[config.mk]
export PLATFORM = sky130hd
export DESIGN_NAME = transpose_rd_rsp
export DESIGN_NICKNAME = d
export VERILOG_FILES = /design/src/rtl/transpose_rd_rsp_pkg.sv /design/src/rtl/trans_len_fifo.sv /design/src/rtl/transpose_rd_rsp.sv
export SDC_FILE = /design/constraint.sdc
export NUM_CORES = 1
export LEC_CHECK = 0
export ABC_AREA = 1
export CORE_AREA = 3 3 422 424
export CTS_CLUSTER_DIAMETER = 30
export DETAILED_ROUTE_END_ITERATION = 8
export DIE_AREA = 0 0 425 427
export PLACE_DENSITY = 0.44
export SLEW_MARGIN = 20
export SYNTH_ARGS = -nofsm -noshare
export SYNTH_HDL_FRONTEND = slang
export SYNTH_SLANG_ARGS = --single-unit
[constraint.sdc]
create_clock -name clk -period 3.4 [get_ports clk]
set_input_delay 1.02 -clock clk [delete_from_list [all_inputs] [get_ports clk]]
set_output_delay 1.02 -clock clk [all_outputs]
set_load 0.02 [all_outputs]
[src/rtl/transpose_rd_rsp_pkg.sv]
// Shared types and constants for the Transpose read-response sequencer.
package transpose_rd_rsp_pkg;

  localparam int TOUT               = 16;
  localparam int MAX_DAT_DW         = 32;
  localparam int LOG2_AXI_BURST_LEN = 4;
  localparam int LOG2_CH            = 10;
  localparam int LOG2_TOUT          = 4;
  localparam int LOG2_W             = 10;

  localparam int DAT_W_DFLT       = TOUT * MAX_DAT_DW;
  localparam int LEN_W_DFLT       = LOG2_AXI_BURST_LEN;
  localparam int CH_W_DFLT        = LOG2_CH - LOG2_TOUT;
  localparam int W_W_DFLT         = LOG2_W;
  localparam int LFIFO_DEPTH_DFLT = 8;

  typedef enum logic [1:0] {
    ST_IDLE = 2'd0,
    ST_RUN  = 2'd1,
    ST_FIN  = 2'd2
  } trans_rsp_state_e;

  function automatic logic [31:0] sat_inc32(input logic [31:0] v);
    return (v == 32'hFFFF_FFFF) ? v : v + 32'd1;
  endfunction

endpackage

[src/rtl/trans_len_fifo.sv]
// Synchronous FIFO with registered count; a push at full is taken when a pop frees the slot.
// Latency: head valid the cycle after push. Backpressure: full/empty flags, caller gates push/pop.
// Depth must be a power of two.
module trans_len_fifo #(
  parameter int W     = 4,
  parameter int DEPTH = 8
) (
  input  logic         clk,
  input  logic         rst,
  input  logic         push,
  input  logic [W-1:0] push_dat,
  input  logic         pop,
  output logic [W-1:0] head,
  output logic         full,
  output logic         empty
);
  localparam int AW = $clog2(DEPTH);

  logic [W-1:0]  mem_q [DEPTH];
  logic [W-1:0]  mem_d [DEPTH];
  logic [AW-1:0] wr_ptr_q, wr_ptr_d;
  logic [AW-1:0] rd_ptr_q, rd_ptr_d;
  logic [AW:0]   count_q, count_d;
  logic          do_push, do_pop;

  assign full  = (count_q == (AW+1)'(DEPTH));
  assign empty = (count_q == '0);
  assign head  = mem_q[rd_ptr_q];

  always_comb begin
    do_pop   = pop & ~empty;
    do_push  = push & (~full | do_pop);
    mem_d    = mem_q;
    wr_ptr_d = wr_ptr_q;
    rd_ptr_d = rd_ptr_q;
    count_d  = count_q;
    if (do_push) begin
      mem_d[wr_ptr_q] = push_dat;
      wr_ptr_d        = wr_ptr_q + 1'b1;
    end
    if (do_pop) begin
      rd_ptr_d = rd_ptr_q + 1'b1;
    end
    case ({do_push, do_pop})
      2'b10:   count_d = count_q + 1'b1;
      2'b01:   count_d = count_q - 1'b1;
      default: count_d = count_q;
    endcase
  end

  always_ff @(posedge clk) begin
    if (rst) begin
      wr_ptr_q <= '0;
      rd_ptr_q <= '0;
      count_q  <= '0;
    end else begin
      wr_ptr_q <= wr_ptr_d;
      rd_ptr_q <= rd_ptr_d;
      count_q  <= count_d;
    end
  end

  always_ff @(posedge clk) begin
    mem_q <= mem_d;
  end

endmodule

[src/rtl/transpose_rd_rsp.sv]
// Tags MCIF read beats with channel-group / pixel index using snooped burst lengths; done after last beat.
// Latency: 1 cycle accept-to-wr_vld, 1 beat/cycle. Backpressure: wr_rdy stalls the output register and rsp_rdy.
// TRANS_RSP_PERF_EN adds saturating perf_beats / perf_stall_in / perf_stall_out counters.
module transpose_rd_rsp
  import transpose_rd_rsp_pkg::*;
#(
  parameter int DAT_W       = DAT_W_DFLT,
  parameter int LEN_W       = LEN_W_DFLT,
  parameter int CH_W        = CH_W_DFLT,
  parameter int W_W         = W_W_DFLT,
  parameter int LFIFO_DEPTH = LFIFO_DEPTH_DFLT
) (
  input  logic             clk,
  input  logic             rst,
  input  logic             start,
  input  logic [CH_W-1:0]  CH_in_div_Tout,
  input  logic [W_W-1:0]   w_in,
  input  logic             cmd_snoop_vld,
  input  logic [LEN_W-1:0] cmd_snoop_len,
  output logic             cmd_snoop_rdy,
  input  logic             rsp_vld,
  output logic             rsp_rdy,
  input  logic [DAT_W-1:0] rsp_pd,
  output logic             wr_vld,
  input  logic             wr_rdy,
  output logic [DAT_W-1:0] wr_data,
  output logic [CH_W-1:0]  wr_ch,
  output logic [W_W-1:0]   wr_w,
  output logic             wr_last,
  output logic             done,
`ifdef TRANS_RSP_PERF_EN
  output logic [31:0]      perf_beats,
  output logic [31:0]      perf_stall_in,
  output logic [31:0]      perf_stall_out,
`endif
  output logic             err_underflow
);

  trans_rsp_state_e state_q, state_d;

  logic [CH_W-1:0]  ch_cfg_q, ch_cfg_d;
  logic [W_W-1:0]   w_cfg_q, w_cfg_d;
  logic [LEN_W-1:0] beat_cnt_q, beat_cnt_d;
  logic [CH_W-1:0]  ch_cnt_q, ch_cnt_d;
  logic [W_W-1:0]   w_blk_q, w_blk_d;
  logic             err_q, err_d;

  logic             wr_vld_q, wr_vld_d;
  logic [DAT_W-1:0] wr_data_q, wr_data_d;
  logic [CH_W-1:0]  wr_ch_q, wr_ch_d;
  logic [W_W-1:0]   wr_w_q, wr_w_d;
  logic             wr_last_q, wr_last_d;

  logic             is_run, start_acc, fin_exit, wr_hs;
  logic             fifo_full, fifo_empty, push, pop, accept;
  logic [LEN_W-1:0] head_len;
  logic             cmd_end, ch_end, tag_last;
  logic [W_W-1:0]   tag_w;

  trans_len_fifo #(
    .W     (LEN_W),
    .DEPTH (LFIFO_DEPTH)
  ) u_len_fifo (
    .clk      (clk),
    .rst      (rst),
    .push     (push),
    .push_dat (cmd_snoop_len),
    .pop      (pop),
    .head     (head_len),
    .full     (fifo_full),
    .empty    (fifo_empty)
  );

  always_ff @(posedge clk) begin
    if (rst) begin
      state_q <= ST_IDLE;
    end else begin
      state_q <= state_d;
    end
  end

  always_comb begin
    state_d = state_q;
    case (state_q)
      ST_IDLE: if (start) state_d = ST_RUN;
      ST_RUN:  if (wr_hs && wr_last_q) state_d = ST_FIN;
      ST_FIN:  state_d = ST_IDLE;
      default: state_d = ST_IDLE;
    endcase
  end

  always_comb begin
    is_run    = (state_q == ST_RUN);
    done      = (state_q == ST_FIN);
    fin_exit  = (state_q == ST_FIN);
    start_acc = (state_q == ST_IDLE) && start;
  end

  assign cmd_snoop_rdy = ~fifo_full & ~rst;
  assign push          = cmd_snoop_vld & cmd_snoop_rdy;
  assign rsp_rdy       = is_run & ~fifo_empty & (~wr_vld_q | wr_rdy);
  assign accept        = rsp_vld & rsp_rdy;
  assign wr_hs         = wr_vld_q & wr_rdy;

  // Pixel index: w_blk selects the burst-sized window, beat_cnt the offset inside it.
  always_comb begin
    cmd_end  = (beat_cnt_q == head_len);
    ch_end   = (ch_cnt_q == ch_cfg_q - CH_W'(1));
    tag_w    = W_W'({w_blk_q, {LEN_W{1'b0}}}) + W_W'(beat_cnt_q);
    tag_last = ch_end && (tag_w == w_cfg_q - W_W'(1)) && cmd_end;
    pop      = accept & cmd_end;
  end

  always_comb begin
    ch_cfg_d   = ch_cfg_q;
    w_cfg_d    = w_cfg_q;
    beat_cnt_d = beat_cnt_q;
    ch_cnt_d   = ch_cnt_q;
    w_blk_d    = w_blk_q;
    err_d      = err_q | (is_run & rsp_vld & fifo_empty);
    if (start_acc) begin
      ch_cfg_d = CH_in_div_Tout;
      w_cfg_d  = w_in;
    end
    if (start_acc || fin_exit) begin
      beat_cnt_d = '0;
      ch_cnt_d   = '0;
      w_blk_d    = '0;
    end else if (accept) begin
      if (cmd_end) begin
        beat_cnt_d = '0;
        if (ch_end) begin
          ch_cnt_d = '0;
          w_blk_d  = w_blk_q + 1'b1;
        end else begin
          ch_cnt_d = ch_cnt_q + 1'b1;
        end
      end else begin
        beat_cnt_d = beat_cnt_q + 1'b1;
      end
    end
  end

  always_comb begin
    wr_vld_d  = wr_vld_q;
    wr_data_d = wr_data_q;
    wr_ch_d   = wr_ch_q;
    wr_w_d    = wr_w_q;
    wr_last_d = wr_last_q;
    if (accept) begin
      wr_vld_d  = 1'b1;
      wr_data_d = rsp_pd;
      wr_ch_d   = ch_cnt_q;
      wr_w_d    = tag_w;
      wr_last_d = tag_last;
    end else if (wr_rdy) begin
      wr_vld_d = 1'b0;
    end
  end

  always_ff @(posedge clk) begin
    if (rst) begin
      ch_cfg_q   <= '0;
      w_cfg_q    <= '0;
      beat_cnt_q <= '0;
      ch_cnt_q   <= '0;
      w_blk_q    <= '0;
      err_q      <= 1'b0;
      wr_vld_q   <= 1'b0;
      wr_data_q  <= '0;
      wr_ch_q    <= '0;
      wr_w_q     <= '0;
      wr_last_q  <= 1'b0;
    end else begin
      ch_cfg_q   <= ch_cfg_d;
      w_cfg_q    <= w_cfg_d;
      beat_cnt_q <= beat_cnt_d;
      ch_cnt_q   <= ch_cnt_d;
      w_blk_q    <= w_blk_d;
      err_q      <= err_d;
      wr_vld_q   <= wr_vld_d;
      wr_data_q  <= wr_data_d;
      wr_ch_q    <= wr_ch_d;
      wr_w_q     <= wr_w_d;
      wr_last_q  <= wr_last_d;
    end
  end

  assign wr_vld        = wr_vld_q;
  assign wr_data       = wr_data_q;
  assign wr_ch         = wr_ch_q;
  assign wr_w          = wr_w_q;
  assign wr_last       = wr_last_q;
  assign err_underflow = err_q;

`ifdef TRANS_RSP_PERF_EN
  logic [31:0] perf_beats_q, perf_beats_d;
  logic [31:0] perf_stall_in_q, perf_stall_in_d;
  logic [31:0] perf_stall_out_q, perf_stall_out_d;

  always_comb begin
    perf_beats_d     = perf_beats_q;
    perf_stall_in_d  = perf_stall_in_q;
    perf_stall_out_d = perf_stall_out_q;
    if (start_acc) begin
      perf_beats_d     = '0;
      perf_stall_in_d  = '0;
      perf_stall_out_d = '0;
    end else begin
      if (accept)              perf_beats_d     = sat_inc32(perf_beats_q);
      if (is_run && !rsp_vld)  perf_stall_in_d  = sat_inc32(perf_stall_in_q);
      if (wr_vld_q && !wr_rdy) perf_stall_out_d = sat_inc32(perf_stall_out_q);
    end
  end

  always_ff @(posedge clk) begin
    if (rst) begin
      perf_beats_q     <= '0;
      perf_stall_in_q  <= '0;
      perf_stall_out_q <= '0;
    end else begin
      perf_beats_q     <= perf_beats_d;
      perf_stall_in_q  <= perf_stall_in_d;
      perf_stall_out_q <= perf_stall_out_d;
    end
  end

  assign perf_beats     = perf_beats_q;
  assign perf_stall_in  = perf_stall_in_q;
  assign perf_stall_out = perf_stall_out_q;
`endif

endmodule

-- Yosys cells after proc, flatten, opt, wreduce, memory -nomap -nowiden
Index checks and enable logic that the tools add are counted.
- bits in registers: 611
- input port bits: 538
- output and inout port bits: 534
- logic and storage cells: 94
- add/sub/neg operators: 10
- order comparisons: 3
- equality and inequality tests: 10
- multiplexer cells: 14
- bitwise logic cells: 20
- reductions and logical operators: 14
- operators by type and width (operator ; number):
    bitwise mux 32 bit ; 1
    two-way mux 4 bit ; 4
    binary-select mux 4 bit (select 3 bit) ; 1
    demux 4 bit (select 3 bit) ; 1
    bitwise AND 1 bit ; 11
    adder 10 x 1 -> 10 bit, second input constant ; 1
    adder 10 x 4 -> 10 bit ; 1
    equality test 10 bit ; 1
    subtractor 10 x 1 -> 10 bit, second input constant ; 1
    adder 4 x 1 -> 4 bit, second input constant ; 2
    >= comparator 4 bit, second input constant ; 2
    inverter 3 -> 4 bit ; 2
    one-hot mux 4 bit (2 select lines) ; 1
    adder 3 x 1 -> 3 bit, second input constant ; 2
    adder 6 x 1 -> 6 bit, second input constant ; 1
    equality test 6 bit ; 1
    two-way mux 6 bit ; 1
    subtractor 6 x 1 -> 6 bit, second input constant ; 1
    logical AND 1 bit ; 5
    equality test 2 x 1 -> 1 bit, second input constant ; 2
    equality test 2 bit, second input constant ; 2
    equality test 4 bit ; 1
    equality test 4 bit, second input constant ; 1
    zero test 4 bit ; 1
    15 further kinds ; 24

-- Depth between registers and ports, before layout
- depth after elaboration: 11
- mapped depth: 20
- gate-level depth less buffers: 18

-- Cells and area by module
A second synthesis with hierarchy kept.
- cell total of the unflattened synthesis: 2796
- area total of the unflattened synthesis: 22099.9 µm²
- by module, submodules not included (module ; times used ; cells each ; area each (µm²) ; seq. area each (µm²)):
    transpose_rd_rsp ; 1 ; 2604 ; 20165.6 ; 11310.8
    trans_len_fifo ; 1 ; 192 ; 1934.4 ; 1161.1

-- Least setup slack after synthesis
Ideal clock, no wire load.
- path type: input-to-reg
- from: input port rst
- to: register u_len_fifo.count_q[2]
- setup time: 0.115 ns
- data arrival time: 2.844 ns
- required time: 3.285 ns
- slack: 0.440 ns
- cell stages on the path: 10
- path buffers: 1
- path through: clkbuf_1 a31oi_1 nand2_1 ha_1 xor2_1 ha_1 a21oi_1 xor2_1 o21ai_0 inv_1
- longest elaborated chain between the ends: 6
- elaborated cells between the ends (all ways): 8
- those cells by class: eq/ne: 2; mux: 1; bitwise: 4; reduce/logical: 1
- ends and longest elaborated chain (element ; RTL line ; source):
    start, declared ; transpose_rd_rsp.sv:14 ; input logic rst,
    inverter 1 bit (*) ; transpose_rd_rsp.sv:99 ; assign cmd_snoop_rdy = ~fifo_full & ~rst;
    bitwise AND 1 bit (*) ; transpose_rd_rsp.sv:99 ;
    named net cmd_snoop_rdy ; transpose_rd_rsp.sv:20 ; output logic cmd_snoop_rdy,
    bitwise AND 1 bit (*) ; transpose_rd_rsp.sv:100 ; assign push = cmd_snoop_vld & cmd_snoop_rdy;
    bitwise AND 1 bit (*) ; trans_len_fifo.sv:32 ; do_push = push & (~full | do_pop);
    equality test 2 x 1 -> 1 bit or equality test 2 bit (tied branches) ; trans_len_fifo.sv:44 ; case ({do_push, do_pop})
    one-hot mux 4 bit (2 select lines) or nonzero test 2 bit (tied branches) ; - ;
    end signal, assigned ; trans_len_fifo.sv:59 ; count_q <= count_d;
    end, declared ; trans_len_fifo.sv:23 ; logic [AW:0] count_q, count_d;
Mark *: on every way through the listed nets, which the timed path passes. The rest lies on a longest branch.
A chain may end at the register's enable or synchronous reset.

-- Worst setup path after layout
- from: input port wr_rdy
- to: output port rsp_rdy
- longest elaborated chain between the ends: 2
- ends and longest elaborated chain (element ; RTL line ; source):
    start, declared ; transpose_rd_rsp.sv:25 ; input logic wr_rdy,
    OR 1 bit ; transpose_rd_rsp.sv:101 ; assign rsp_rdy = is_run & ~fifo_empty & (~wr_vld_q | wr_rdy);
    bitwise AND 1 bit ; transpose_rd_rsp.sv:101 ;
    end, declared ; transpose_rd_rsp.sv:22 ; output logic rsp_rdy,
Every way passes these cells.

==> summary.md <==
| Metric | Value |
|---|---|
| First-pass GRT wire length | 183 mm |
| Fin Setup TNS | 0 ns |
| Total CTS buffers | 196 |
| Worst-skew pair later-pin latency | 0.79 ns |
| Share of layout cells above drive strength 1 | 9.49% |
| Final Hold Viols | 0 |
| Most frequent cell after synthesis | nand2_1 |
| Row Count | 153 |
| Status | complete, no violations |
| Reg2reg path depth | 18 |
| Total Wirelength | 137 mm |
| Setup violations, final | 0 |
| DRT iter0 DRCs | ~1200 |
| Mapped Nets | about 3400 |
| Synth Register Bits | 607 |
| Core area | 174000 sq um |
| Via count of the first global-routing pass | 23400 |
| Layout Cells excl Fill | 6442 |
| Switching portion of total power | 23.9% |
| Ports | ~1100 |
| Worst Max-Slew Pin Slew | 1.28 ns |
| EDFF count, synth | 32 |
| Grt ovf | 0 |
| Leak Pwr | 14.8 nW |
| Clk sink count | 607 |
| Min-Delay Path Depth | 2 |
| Min-delay worst type | flop to flop |
| Nets | 4487 |
| Clock skew | 0.0282 ns |
| Mapped Cells | 2802 |
| Total power density per cell area | 660 nW/um^2 |
| Synth area leader | dfxtp_1 |
| Number of port buffers | around 1100 |
| Crit path from | wr_rdy |
| Synth Warn # | 0 |
| Max Fanout on Critical Path | 2 |
| Sw power | 6.67 mW |
| Seq/Total Area, Yosys | 56.8% |
| Die ar. | 181000 sq um |
| Largest net degree at the start of global routing | 170 |
| Die width | 425 microns |
| Initial antenna violation count | 49 |
| VDD IR-drop max | ~0.47 mV |
| Drt via density | 3.68 |
| Critical path launch point type | input pin |
| Comb pwr share | 8.1% |
| Vert. Die Dim | 427 microns |
| FMAX | 0.315 GHz |
| Final Wtd Congestion | roughly 0.81 |
| Max H-tree Level | 4 |
| Fin. max-slew vios | 0 |
| Root buffer cell | clkbuf_16 |
| Clk pwr share | between 60% and 70% |
| Detailed-route wire length per cell | 21.3 microns |
| Min-delay src | wr_data[47] |
| TritonCTS clock tree | built |
| Setup CP Type | input pin to primary output |
| Starting Density | 12.6% |
| RSZ-0062 raised after global routing | no |
| Remaining DRCs | 0 |
| Endpoint class of the critical path | primary output |
| Number of fill cells | roughly 19000 |
| Max Cap Viol | 0 |
| Arrival @ worst endpoint | 2.16 ns |
| Dpl ws | 0.116 ns |
| Vias | ~24000 |
| Clock transition at path regs | around 0.040 ns |
| Post-route ant nets | 0 |
| Total GRT Usage | 14.3% |
| Area grow syn2layout | 92.3% |
| Pre-antenna DRT Iters | 6 |
| # hold bufs at CTS | 0 |
| P_int | 21.2 mW |
| Min Clock Period, post-route | 3.18 ns |
| R2r setup slk | 0.69 ns |
| R2r startpoint | u_len_fifo.rd_ptr_q[0] |
| Syn avg cell area | 7.84 sq um |
| Detailed placement HPWL | 107 mm |
| Netlist cell types | 28 |
| WP data required | 2.38 ns |
| Area share of the largest cell type after synthesis | 52.4% |
| Syn Std Cell Area | 22000 sq um |
| Slack of the critical path | 0.222 ns |
| Synth top cells by count | nand2_1, dfxtp_1, a21oi_1, clkbuf_1, inv_1 |
| CTS max path bufs | 3 |
| Cells after DPL | 6066 |
| Relative slew slack | 14.8% |
| Tcrit/Tclk final | 93.5% |
| Main synth FF type | dfxtp_1 |
| Async set-reset flop share out of synthesis | 0% |
| Flop pwr share | ~27% |
| Synth area leaders | dfxtp_1, nand2_1, a21oi_1, edfxtp_1, clkbuf_1 |
==> state kept, by name (all words and copies together), names as in the netlist <==
| register | count |
|---|---|
| wr_data | 512 |
| u_len_fifo.mem_q | 32 |
| w_cfg_q | 10 |
| wr_w | 10 |
| ch_cfg_q | 6 |
| ch_cnt_q | 6 |
| w_blk_q | 6 |
| wr_ch | 6 |
| beat_cnt_q | 4 |
| u_len_fifo.count_q | 4 |
| u_len_fifo.rd_ptr_q | 3 |
| u_len_fifo.wr_ptr_q | 3 |
| state_q | 2 |
| err_underflow | 1 |
| wr_last | 1 |
| wr_vld | 1 |
==> logic make-up (layout without fill, tap and decap cells) <==
| family | after synthesis | in the layout | share of synthesized area, % |
|---|---|---|---|
| AOI/OAI and AO/OA | 606 | 606 | 13.8 |
| DFF | 607 | 607 | 56.8 |
| buffers and inverters | 266 | 1563 | 5.06 |
| other | 0 | 18 | 0 |
| adders and majority gates | 10 | 10 | 0.570 |
| and+or+nand+nor | 1284 | 1284 | 22.6 |
| xor gates and xnor gates | 29 | 29 | 1.16 |
==> layer usage <==
layer  share of wire [%]  vias up  global-route usage [%]
met5               0.036        -                       0
met4                 3.1        8                    6.59
met3                  12      253                    8.52
met2                  47      915                    22.6
met1                  37    11100                    15.3
li1                    -    11400                       -
==> layout by cell type (no fill, tap or decap), drive strengths merged <==
cell type | Yosys | final
a21oi | 567 | 567
a31oi | 2 | 2
buf | 89 | 61
bufinv | 0 | 22
clkbuf | 101 | 258
clkdlybuf4s50 | 0 | 1067
clkinv | 0 | 60
clkinvlp | 0 | 15
dfxtp | 575 | 575
diode | 0 | 18
dlygate4sd2 | 0 | 1
edfxtp | 32 | 32
ha | 10 | 10
inv | 76 | 79
nand2 | 1158 | 1158
nand3 | 64 | 64
nand3b | 1 | 1
nand4 | 8 | 8
nor2 | 47 | 47
nor3 | 5 | 5
o211ai | 1 | 1
o21ai | 36 | 36
or2 | 1 | 1
xnor2 | 5 | 5
xor2 | 24 | 24
==> final timing paths <==
check / to
worst min-delay path: wr_data[47]
worst min register to register: wr_data[47]
worst max register to register: u_len_fifo.count_q[3]
worst max-delay path: rsp_rdy
==> critical path: stages <==
cell and delay (ns):
clkdlybuf4s50_1 0.48, nor2_1 0.06, nor2_1 0.13, nand2_1 0.08
inv_2 0.10, buf_4 0.13, buf_12 0.13
==> cell type report <==
| cell class | instances | area [sq um] | area share (%) |
|---|---|---|---|
| Clock buffer | 258 | 5390 | 12.8 |
| Antenna cell | 18 | 45.0 | 0.107 |
| Clock inverter | 100 | 1290 | 3.05 |
| Timing Repair Buffer | 1129 | 11400 | 27.1 |
| Sequential cell | 607 | 12500 | 29.5 |
| Tap cell | 2325 | 2910 | 6.89 |
| Inverter | 76 | 295 | 0.699 |
| Multi-Input combinational cell | 1929 | 8390 | 19.9 |
==> power groups by stage <==
stage	Combinational, mW	Clock (mW)	Sequential [mW]
4_1_cts	2.31	18.5	7.56
5_1_grt	2.45	18.9	7.58
2_1_floorplan	0.615	0	7.89
3_5_place_dp	2.30	0	7.68
6_report	2.27	18.1	7.56
3_3_place_gp	2.30	0	7.68
==> stage by stage <==
| stage | utilization, % | cell area [sq um] | total power [mW] | hold slack (ns) |
|---|---|---|---|---|
| finish | 24.2 | 42200 | 27.9 | 0.459 |
| global route | 24.2 | 42200 | 28.9 | 0.473 |
| CTS | 24.2 | 42200 | 28.4 | 0.460 |
| detailed placement | 20.4 | 35500 | 9.98 | 0.454 |
| global placement | 20.4 | 35500 | 9.97 | 0.450 |
| floorplan | - | 22000 | 8.51 | 0.448 |
==> repair_timing <==
item | CTS | global route
setup buffers | 0 | 0
setup endpoints to repair | 1 | 0
gates resized for setup | 1 | 0
Note: power is estimated with default switching activity, not from simulation.
